===== src/rtl/rv_exec_ctrl.sv =====
// rv_exec_ctrl: RV32I execute/control core.
//   Three-state sequencing FSM (RESET -> FETCH -> EXEC), opcode decoder producing datapath
//   selects, a 32-bit ALU and a branch comparator. The FSM state register is the only state;
//   everything else is combinational.
//
// Optional build macro: RV_EXEC_ILLEGAL_HALT_EN
//   Defined   -> extra output `illegal` and a HALT state. Executing an unlisted opcode enters
//                HALT, which can only be left through reset.
//   Undefined -> no `illegal` port; unlisted opcodes execute as a NOP.
//
// Ports
//   clk            in   clock, all state on rising edge
//   rst            in   synchronous reset, active-low
//   stall          in   bus wait; freezes the FSM
//   opcode/f3/f7   in   instruction fields ir[6:0], funct3, funct7
//   alu_a, alu_b   in   ALU operands (muxed outside via alu_in_a_sel / alu_in_b_sel)
//   cmp_a, cmp_b   in   comparator operands (rs1, rs2)
//   alu_out        out  ALU result
//   alu_mode       out  active ALU op
//   comp_result    out  branch condition result
//   alu_in_a_sel   out  0=RS1 1=PC
//   alu_in_b_sel   out  0=RS2 1=IMM
//   dest_reg_from  out  0=NONE 1=ALU 2=BUS 3=NEXT_PC
//   pc_src         out  0=STEP 1=ALU
//   en_comp_unit   out  branch: take imm step when comp_result=1
//   dbus_re/we     out  data-bus read/write request
//   load_ir, en_iaddr, en_pc_counter  out  fetch/sequencing strobes
//   illegal        out  (RV_EXEC_ILLEGAL_HALT_EN only) core halted on an unlisted opcode

module rv_exec_ctrl #(
  parameter int unsigned XLEN = 32
) (
  input  logic            clk,
  input  logic            rst,
  input  logic            stall,
  input  logic [6:0]      opcode,
  input  logic [2:0]      f3,
  input  logic [6:0]      f7,
  input  logic [XLEN-1:0] alu_a,
  input  logic [XLEN-1:0] alu_b,
  input  logic [XLEN-1:0] cmp_a,
  input  logic [XLEN-1:0] cmp_b,
  output logic [XLEN-1:0] alu_out,
  output logic [3:0]      alu_mode,
  output logic            comp_result,
  output logic            alu_in_a_sel,
  output logic            alu_in_b_sel,
  output logic [1:0]      dest_reg_from,
  output logic            pc_src,
  output logic            en_comp_unit,
  output logic            dbus_re,
  output logic            dbus_we,
  output logic            load_ir,
  output logic            en_iaddr,
`ifdef RV_EXEC_ILLEGAL_HALT_EN
  output logic            illegal,
`endif
  output logic            en_pc_counter
);

  // Opcodes
  localparam logic [6:0] OpLui    = 7'b0110111;
  localparam logic [6:0] OpAuipc  = 7'b0010111;
  localparam logic [6:0] OpJal    = 7'b1101111;
  localparam logic [6:0] OpJalr   = 7'b1100111;
  localparam logic [6:0] OpBranch = 7'b1100011;
  localparam logic [6:0] OpLoad   = 7'b0000011;
  localparam logic [6:0] OpStore  = 7'b0100011;
  localparam logic [6:0] OpImm    = 7'b0010011;
  localparam logic [6:0] OpReg    = 7'b0110011;

  // ALU mode encoding
  localparam logic [3:0] ModeAdd   = 4'd0;
  localparam logic [3:0] ModeSub   = 4'd1;
  localparam logic [3:0] ModeSll   = 4'd2;
  localparam logic [3:0] ModeSlt   = 4'd3;
  localparam logic [3:0] ModeSltu  = 4'd4;
  localparam logic [3:0] ModeXor   = 4'd5;
  localparam logic [3:0] ModeSrl   = 4'd6;
  localparam logic [3:0] ModeSra   = 4'd7;
  localparam logic [3:0] ModeOr    = 4'd8;
  localparam logic [3:0] ModeAnd   = 4'd9;
  localparam logic [3:0] ModePassB = 4'd10;

  // Destination register source
  localparam logic [1:0] DestNone   = 2'd0;
  localparam logic [1:0] DestAlu    = 2'd1;
  localparam logic [1:0] DestBus    = 2'd2;
  localparam logic [1:0] DestNextPc = 2'd3;

  typedef enum logic [1:0] {
    StReset,
    StFetch,
    StExec,
    StHalt
  } state_e;

  state_e state_q, state_d;

  logic jalr_fix;    // clear alu_out[0] for JALR targets
  logic unknown_op;  // EXEC saw an opcode outside the supported set

  // funct3 -> ALU mode. `alt` is funct7[5]; it selects SUB only for register-register ops,
  // while SRA is selected by it for both OP and OP-IMM.
  function automatic logic [3:0] f3_mode(input logic [2:0] fn3, input logic alt,
                                         input logic is_reg);
    logic [3:0] m;
    unique case (fn3)
      3'b000:  m = (is_reg && alt) ? ModeSub : ModeAdd;
      3'b001:  m = ModeSll;
      3'b010:  m = ModeSlt;
      3'b011:  m = ModeSltu;
      3'b100:  m = ModeXor;
      3'b101:  m = alt ? ModeSra : ModeSrl;
      3'b110:  m = ModeOr;
      default: m = ModeAnd;
    endcase
    return m;
  endfunction

  // ---------------------------------------------------------------------------
  // State register
  // ---------------------------------------------------------------------------
  always_ff @(posedge clk) begin
    if (!rst) begin
      state_q <= StReset;
    end else begin
      state_q <= state_d;
    end
  end

  // ---------------------------------------------------------------------------
  // Next state
  // ---------------------------------------------------------------------------
  always_comb begin
    state_d = state_q;
    unique case (state_q)
      StReset: state_d = StFetch;
      StFetch: if (!stall) state_d = StExec;
      StExec: begin
        if (!stall) begin
`ifdef RV_EXEC_ILLEGAL_HALT_EN
          state_d = unknown_op ? StHalt : StFetch;
`else
          state_d = StFetch;
`endif
        end
      end
      default: state_d = state_q;  // StHalt: only reset leaves
    endcase
  end

  // ---------------------------------------------------------------------------
  // Strobes and datapath selects
  // ---------------------------------------------------------------------------
  always_comb begin
    alu_mode      = ModeAdd;
    alu_in_a_sel  = 1'b0;
    alu_in_b_sel  = 1'b0;
    dest_reg_from = DestNone;
    pc_src        = 1'b0;
    en_comp_unit  = 1'b0;
    dbus_re       = 1'b0;
    dbus_we       = 1'b0;
    load_ir       = 1'b0;
    en_iaddr      = 1'b0;
    en_pc_counter = 1'b0;
    jalr_fix      = 1'b0;
    unknown_op    = 1'b0;

    // While rst is low everything stays at its idle value, even mid-instruction.
    if (rst) begin
      unique case (state_q)
        StFetch: begin
          en_iaddr = 1'b1;
          load_ir  = 1'b1;
        end
        StExec: begin
          en_pc_counter = 1'b1;
          case (opcode)
            OpLui: begin
              alu_in_b_sel  = 1'b1;
              alu_mode      = ModePassB;
              dest_reg_from = DestAlu;
            end
            OpAuipc: begin
              alu_in_a_sel  = 1'b1;
              alu_in_b_sel  = 1'b1;
              dest_reg_from = DestAlu;
            end
            OpJal: begin
              alu_in_a_sel  = 1'b1;
              alu_in_b_sel  = 1'b1;
              dest_reg_from = DestNextPc;
              pc_src        = 1'b1;
            end
            OpJalr: begin
              alu_in_b_sel  = 1'b1;
              dest_reg_from = DestNextPc;
              pc_src        = 1'b1;
              jalr_fix      = 1'b1;
            end
            OpBranch: begin
              alu_mode     = ModeSub;
              en_comp_unit = 1'b1;
            end
            OpLoad: begin
              alu_in_b_sel  = 1'b1;
              dest_reg_from = DestBus;
              dbus_re       = 1'b1;
            end
            OpStore: begin
              alu_in_b_sel = 1'b1;
              dbus_we      = 1'b1;
            end
            OpImm: begin
              alu_in_b_sel  = 1'b1;
              alu_mode      = f3_mode(f3, f7[5], 1'b0);
              dest_reg_from = DestAlu;
            end
            OpReg: begin
              alu_mode      = f3_mode(f3, f7[5], 1'b1);
              dest_reg_from = DestAlu;
            end
            default: unknown_op = 1'b1;  // NOP: only the PC advances
          endcase
        end
        default: ;  // StReset / StHalt: all idle
      endcase
    end
  end

`ifdef RV_EXEC_ILLEGAL_HALT_EN
  assign illegal = rst && (state_q == StHalt);
`endif

  // ---------------------------------------------------------------------------
  // ALU
  // ---------------------------------------------------------------------------
  logic [4:0]      shamt;
  logic [XLEN-1:0] alu_res;

  assign shamt = alu_b[4:0];

  always_comb begin
    alu_res = '0;
    case (alu_mode)
      ModeAdd:   alu_res = alu_a + alu_b;
      ModeSub:   alu_res = alu_a - alu_b;
      ModeSll:   alu_res = alu_a << shamt;
      ModeSlt:   alu_res = {{(XLEN-1){1'b0}}, ($signed(alu_a) < $signed(alu_b))};
      ModeSltu:  alu_res = {{(XLEN-1){1'b0}}, (alu_a < alu_b)};
      ModeXor:   alu_res = alu_a ^ alu_b;
      ModeSrl:   alu_res = alu_a >> shamt;
      ModeSra:   alu_res = $unsigned($signed(alu_a) >>> shamt);
      ModeOr:    alu_res = alu_a | alu_b;
      ModeAnd:   alu_res = alu_a & alu_b;
      ModePassB: alu_res = alu_b;
      default:   alu_res = '0;
    endcase
  end

  assign alu_out = {alu_res[XLEN-1:1], alu_res[0] & ~jalr_fix};

  // ---------------------------------------------------------------------------
  // Branch comparator
  // ---------------------------------------------------------------------------
  always_comb begin
    comp_result = 1'b0;
    case (f3)
      3'b000:  comp_result = (cmp_a == cmp_b);
      3'b001:  comp_result = (cmp_a != cmp_b);
      3'b100:  comp_result = ($signed(cmp_a) <  $signed(cmp_b));
      3'b101:  comp_result = ($signed(cmp_a) >= $signed(cmp_b));
      3'b110:  comp_result = (cmp_a <  cmp_b);
      3'b111:  comp_result = (cmp_a >= cmp_b);
      default: comp_result = 1'b0;
    endcase
  end

endmodule


===== config.mk =====
export PLATFORM = sky130hd
export DESIGN_NAME = rv_exec_ctrl
export DESIGN_NICKNAME = d
export VERILOG_FILES = /design/src/rtl/rv_exec_ctrl.sv
export SDC_FILE = /design/constraint.sdc
export NUM_CORES = 1
export LEC_CHECK = 0
export ABC_AREA = 1
export ABC_CLOCK_PERIOD_IN_PS = 4950
export CELL_PAD_IN_SITES_DETAIL_PLACEMENT = 2
export CELL_PAD_IN_SITES_GLOBAL_PLACEMENT = 2
export CORE_UTILIZATION = 27
export DETAILED_ROUTE_END_ITERATION = 8
export PLACE_DENSITY_LB_ADDON = 0.25
export REMOVE_ABC_BUFFERS = 1
export SLEW_MARGIN = 15
export SYNTH_ARGS = -nofsm -noshare
export SYNTH_HDL_FRONTEND = slang
export SYNTH_SLANG_ARGS = --single-unit

===== constraint.sdc =====
create_clock -name clk -period 4.95 [get_ports clk]
set_input_delay 0.99 -clock clk [delete_from_list [all_inputs] [get_ports clk]]
set_output_delay 0.99 -clock clk [all_outputs]
set_load 0.02 [all_outputs]

==> results.toml <==
[yosys]
synth_seq_cells = 2
ys_warn_count = 0
synth-edff-count = 0
synth_area_leaders = "nand2_1, ha_1, nand3_1, nor2_1, o21ai_0"
synth_area_leader_cell = "nand2_1"
synth_compound_area_frac = 0.217
syn_area_um2 = 11400
synth_flop_cell = "dfxtp_1"
synth_cell_types = 55
async_flop_share = 0
synth_top_area_frac = 0.216
muxShareOfSynthArea = 0.00350
seq_area_frac_synth = 0.00350
synth_xor_area_frac = 0.0138
synth-simple-area-share = 0.492
synth_cells = 2247
post_synth.cell_area_avg_um2 = 5.09
synth-adder-area-share = 0.145
synth_top_family_by_area = "simple AND/OR/NAND/NOR gates"

[clocking]
htree_levels = 1
clock_sinks = 2
ctsHoldBuffers = 0
numCtsBuffers = 3
clk_pin_slew_ns = 0.03
cts_tree = "yes"
clock_path_buffers = 2
insertion_delay_ns = 0.23
root_buffer = "clkbuf_16"

[sta]
setup_slack_ns = -0.104
hold_viol = 0
worst_pin_slew_ns = 0.687
setup-violations-final = 5
min_period_ns = 5.05
rsz0062_at_grt = "true"
relSlewSlack = 0.542
period_share = 1.02
slew_viol_final = 0
fmax_mhz = 198
holdWs_ns = 0.521
skew_ns = 0.00512

[global_routing]
antenna_found_initial = 3
grt_pass1_vias = 20600
grt_max_degree = 76
grt-ovfl-total = 0
grt_pass1_wl_mm = 133
track_usage = 0.409

[routing]
wl_per_cell_um = 27.5
final_antenna_net_count = 0
wl_mm = 93.7
remaining_drc_errors = 0
vias = 19200
dr.pass1.iters = 5
drt_first_iter_violations = 1511
via_per_inst = 5.64

[floorplan]
dieArea_um2 = 43200
ios = 196
dieWidth_um = 208
fp-row-count = 75
fp.dieH_um = 208
start_util = 0.273
coreArea_um2 = 41900

[worst_setup_path]
cp_cell_sequence = "clkdlybuf4s50_1, inv_1, ha_4, buf_4, nor2_1, nand2_1, inv_1, nand2_1, nor3_1, nand2_2, buf_4, nand3_1, nand4_1, nand2_1, inv_1, clkdlybuf4s15_1"
cp_num_buf_inv = 7
required_ns = 3.96
cp-start-kind = "primary input"
cp-end-kind = "output port"
crit_type = "in2out"
critPathMaxStageDelay_ns = 0.52
cp_top_family = "buffers and inverters"
crit_arrival_ns = 4.06
slowest_stage = "clkdlybuf4s50_1"
path_max_fanout = 8
r2r_slack_ns = 3.87

[flow_run]
drv_cap = 0

[layout]
largest_registers = "state_q (2)"
post-route-util = 0.435
largest_reg_flops = 2
areaGrowthSynthToFinish_pct = 59.1
drive_gt1_frac = 0.254
final_cell_mix = "nand2_1, buf_4, nor2_1, inv_1, nand3_1"
regMostFlops = "state_q"
layout_commonest_cell = "nand2_1"
nets = 3143
n_fill_cell = 5323
postLayoutCellArea_um2 = 18200

[min_path]
hold_path.class = "reg2reg"

[placement]
port_buffers = 189
dp_hpwl_mm = 78.5
place_congestion = 1.02
dpl_cell_area_um2 = 17600

[pwr]
power.density_nw_per_um2 = 127
leakagePower_uw = 0.00941
ir_worst_vdd_v = 0.0000711

[status]
outcome = "finished with violations"
violations = "negative setup slack"
## worst paths after layout
| kind | from | cells past startpoint | endpoint |
|---|---|---|---|
| worst min register to register | state_q[1]$_SDFFE_PN0P_ | 2 | state_q[1]$_SDFFE_PN0P_ |
| worst min-delay path | state_q[1]$_SDFFE_PN0P_ | 2 | state_q[1]$_SDFFE_PN0P_ |
| worst max register to register | state_q[0]$_SDFFE_PN0P_ | 4 | state_q[0]$_SDFFE_PN0P_ |
| worst max-delay path | alu_a[18] | 16 | alu_out[0] |
## synth_stat cells (3+ instances only)
cell type,instances
nor3_1,30
nand2_2,4
nand2_1,657
a21o_1,3
a21boi_0,6
xor2_1,18
buf_2,15
o22ai_1,19
o21a_1,13
nor2_1,275
ha_1,129
nor3_4,3
a31oi_1,3
inv_1,236
o211ai_1,28
nand3_4,4
buf_4,9
nand4_1,32
mux2i_1,4
nand3_1,225
nor2_4,7
o31ai_1,3
inv_4,3
and2_1,3
o21bai_1,10
buf_6,7
a21oi_1,145
o21ai_0,192
or2_1,4
buf_1,11
or2_2,10
o21ai_1,22
nand3b_1,11
nand2_4,6
inv_2,13
clkbuf_1,59
## per-stage QoR
step	setup TNS (ns)	total power (uW)	std cells	worst slack, ns
floorplan	0	842	2146	0.170
global placement	-6.67	1950	3393	-0.457
detailed placement	-11.65	2060	3393	-0.544
CTS	-0.118	2200	3397	-0.118
global route	-1.09	2420	3401	-0.191
finish	-0.197	2310	3402	-0.104
## tightest hold or removal path, cell delays in order (launching register included)
cell	delay [ns]
dfxtp_1	0.31
inv_1	0.08
a21oi_1	0.07
## where the power goes
group          internal, uW  switching (uW)
Sequential             17.6            1.14
Combinational           859            1310
Clock                   103            21.7
Total                   979            1330
## layout make-up
type / instances / area [um^2] / share of cell area
timing repair buffer: 713 / 5970 / 0.328
tap: 539 / 674 / 0.0371
inverter: 253 / 971 / 0.0534
antenna: 1 / 2.50 / 0.000138
multi-input combinational: 1891 / 10500 / 0.575
sequential: 2 / 40.0 / 0.00220
clock buffer: 3 / 75.1 / 0.00413
## what timing repair did
action                                 in CTS  in global routing
pin swaps                                   3                 10
setup endpoints to repair                  33                 30
gates resized for setup                   134                117
buffers inserted                            1                  4
endpoints found under the hold margin       0                  0
## logic make-up after synthesis
family          count (synthesis)
xor+xnor                       18
simple gates                 1286
buf+inv                       354
compound gates                452
fa+ha+maj                     131
flops                           2
mux                             4
## layer usage
layer,track usage,vias up,share of wire
met4,0.218,4,0.065
met1,0.512,9524,0.42
met3,0.0386,234,0.058
met5,0,-,0.00026
met2,0.693,821,0.46
li1,-,8609,-
Power figures use the tool's default switching activity.
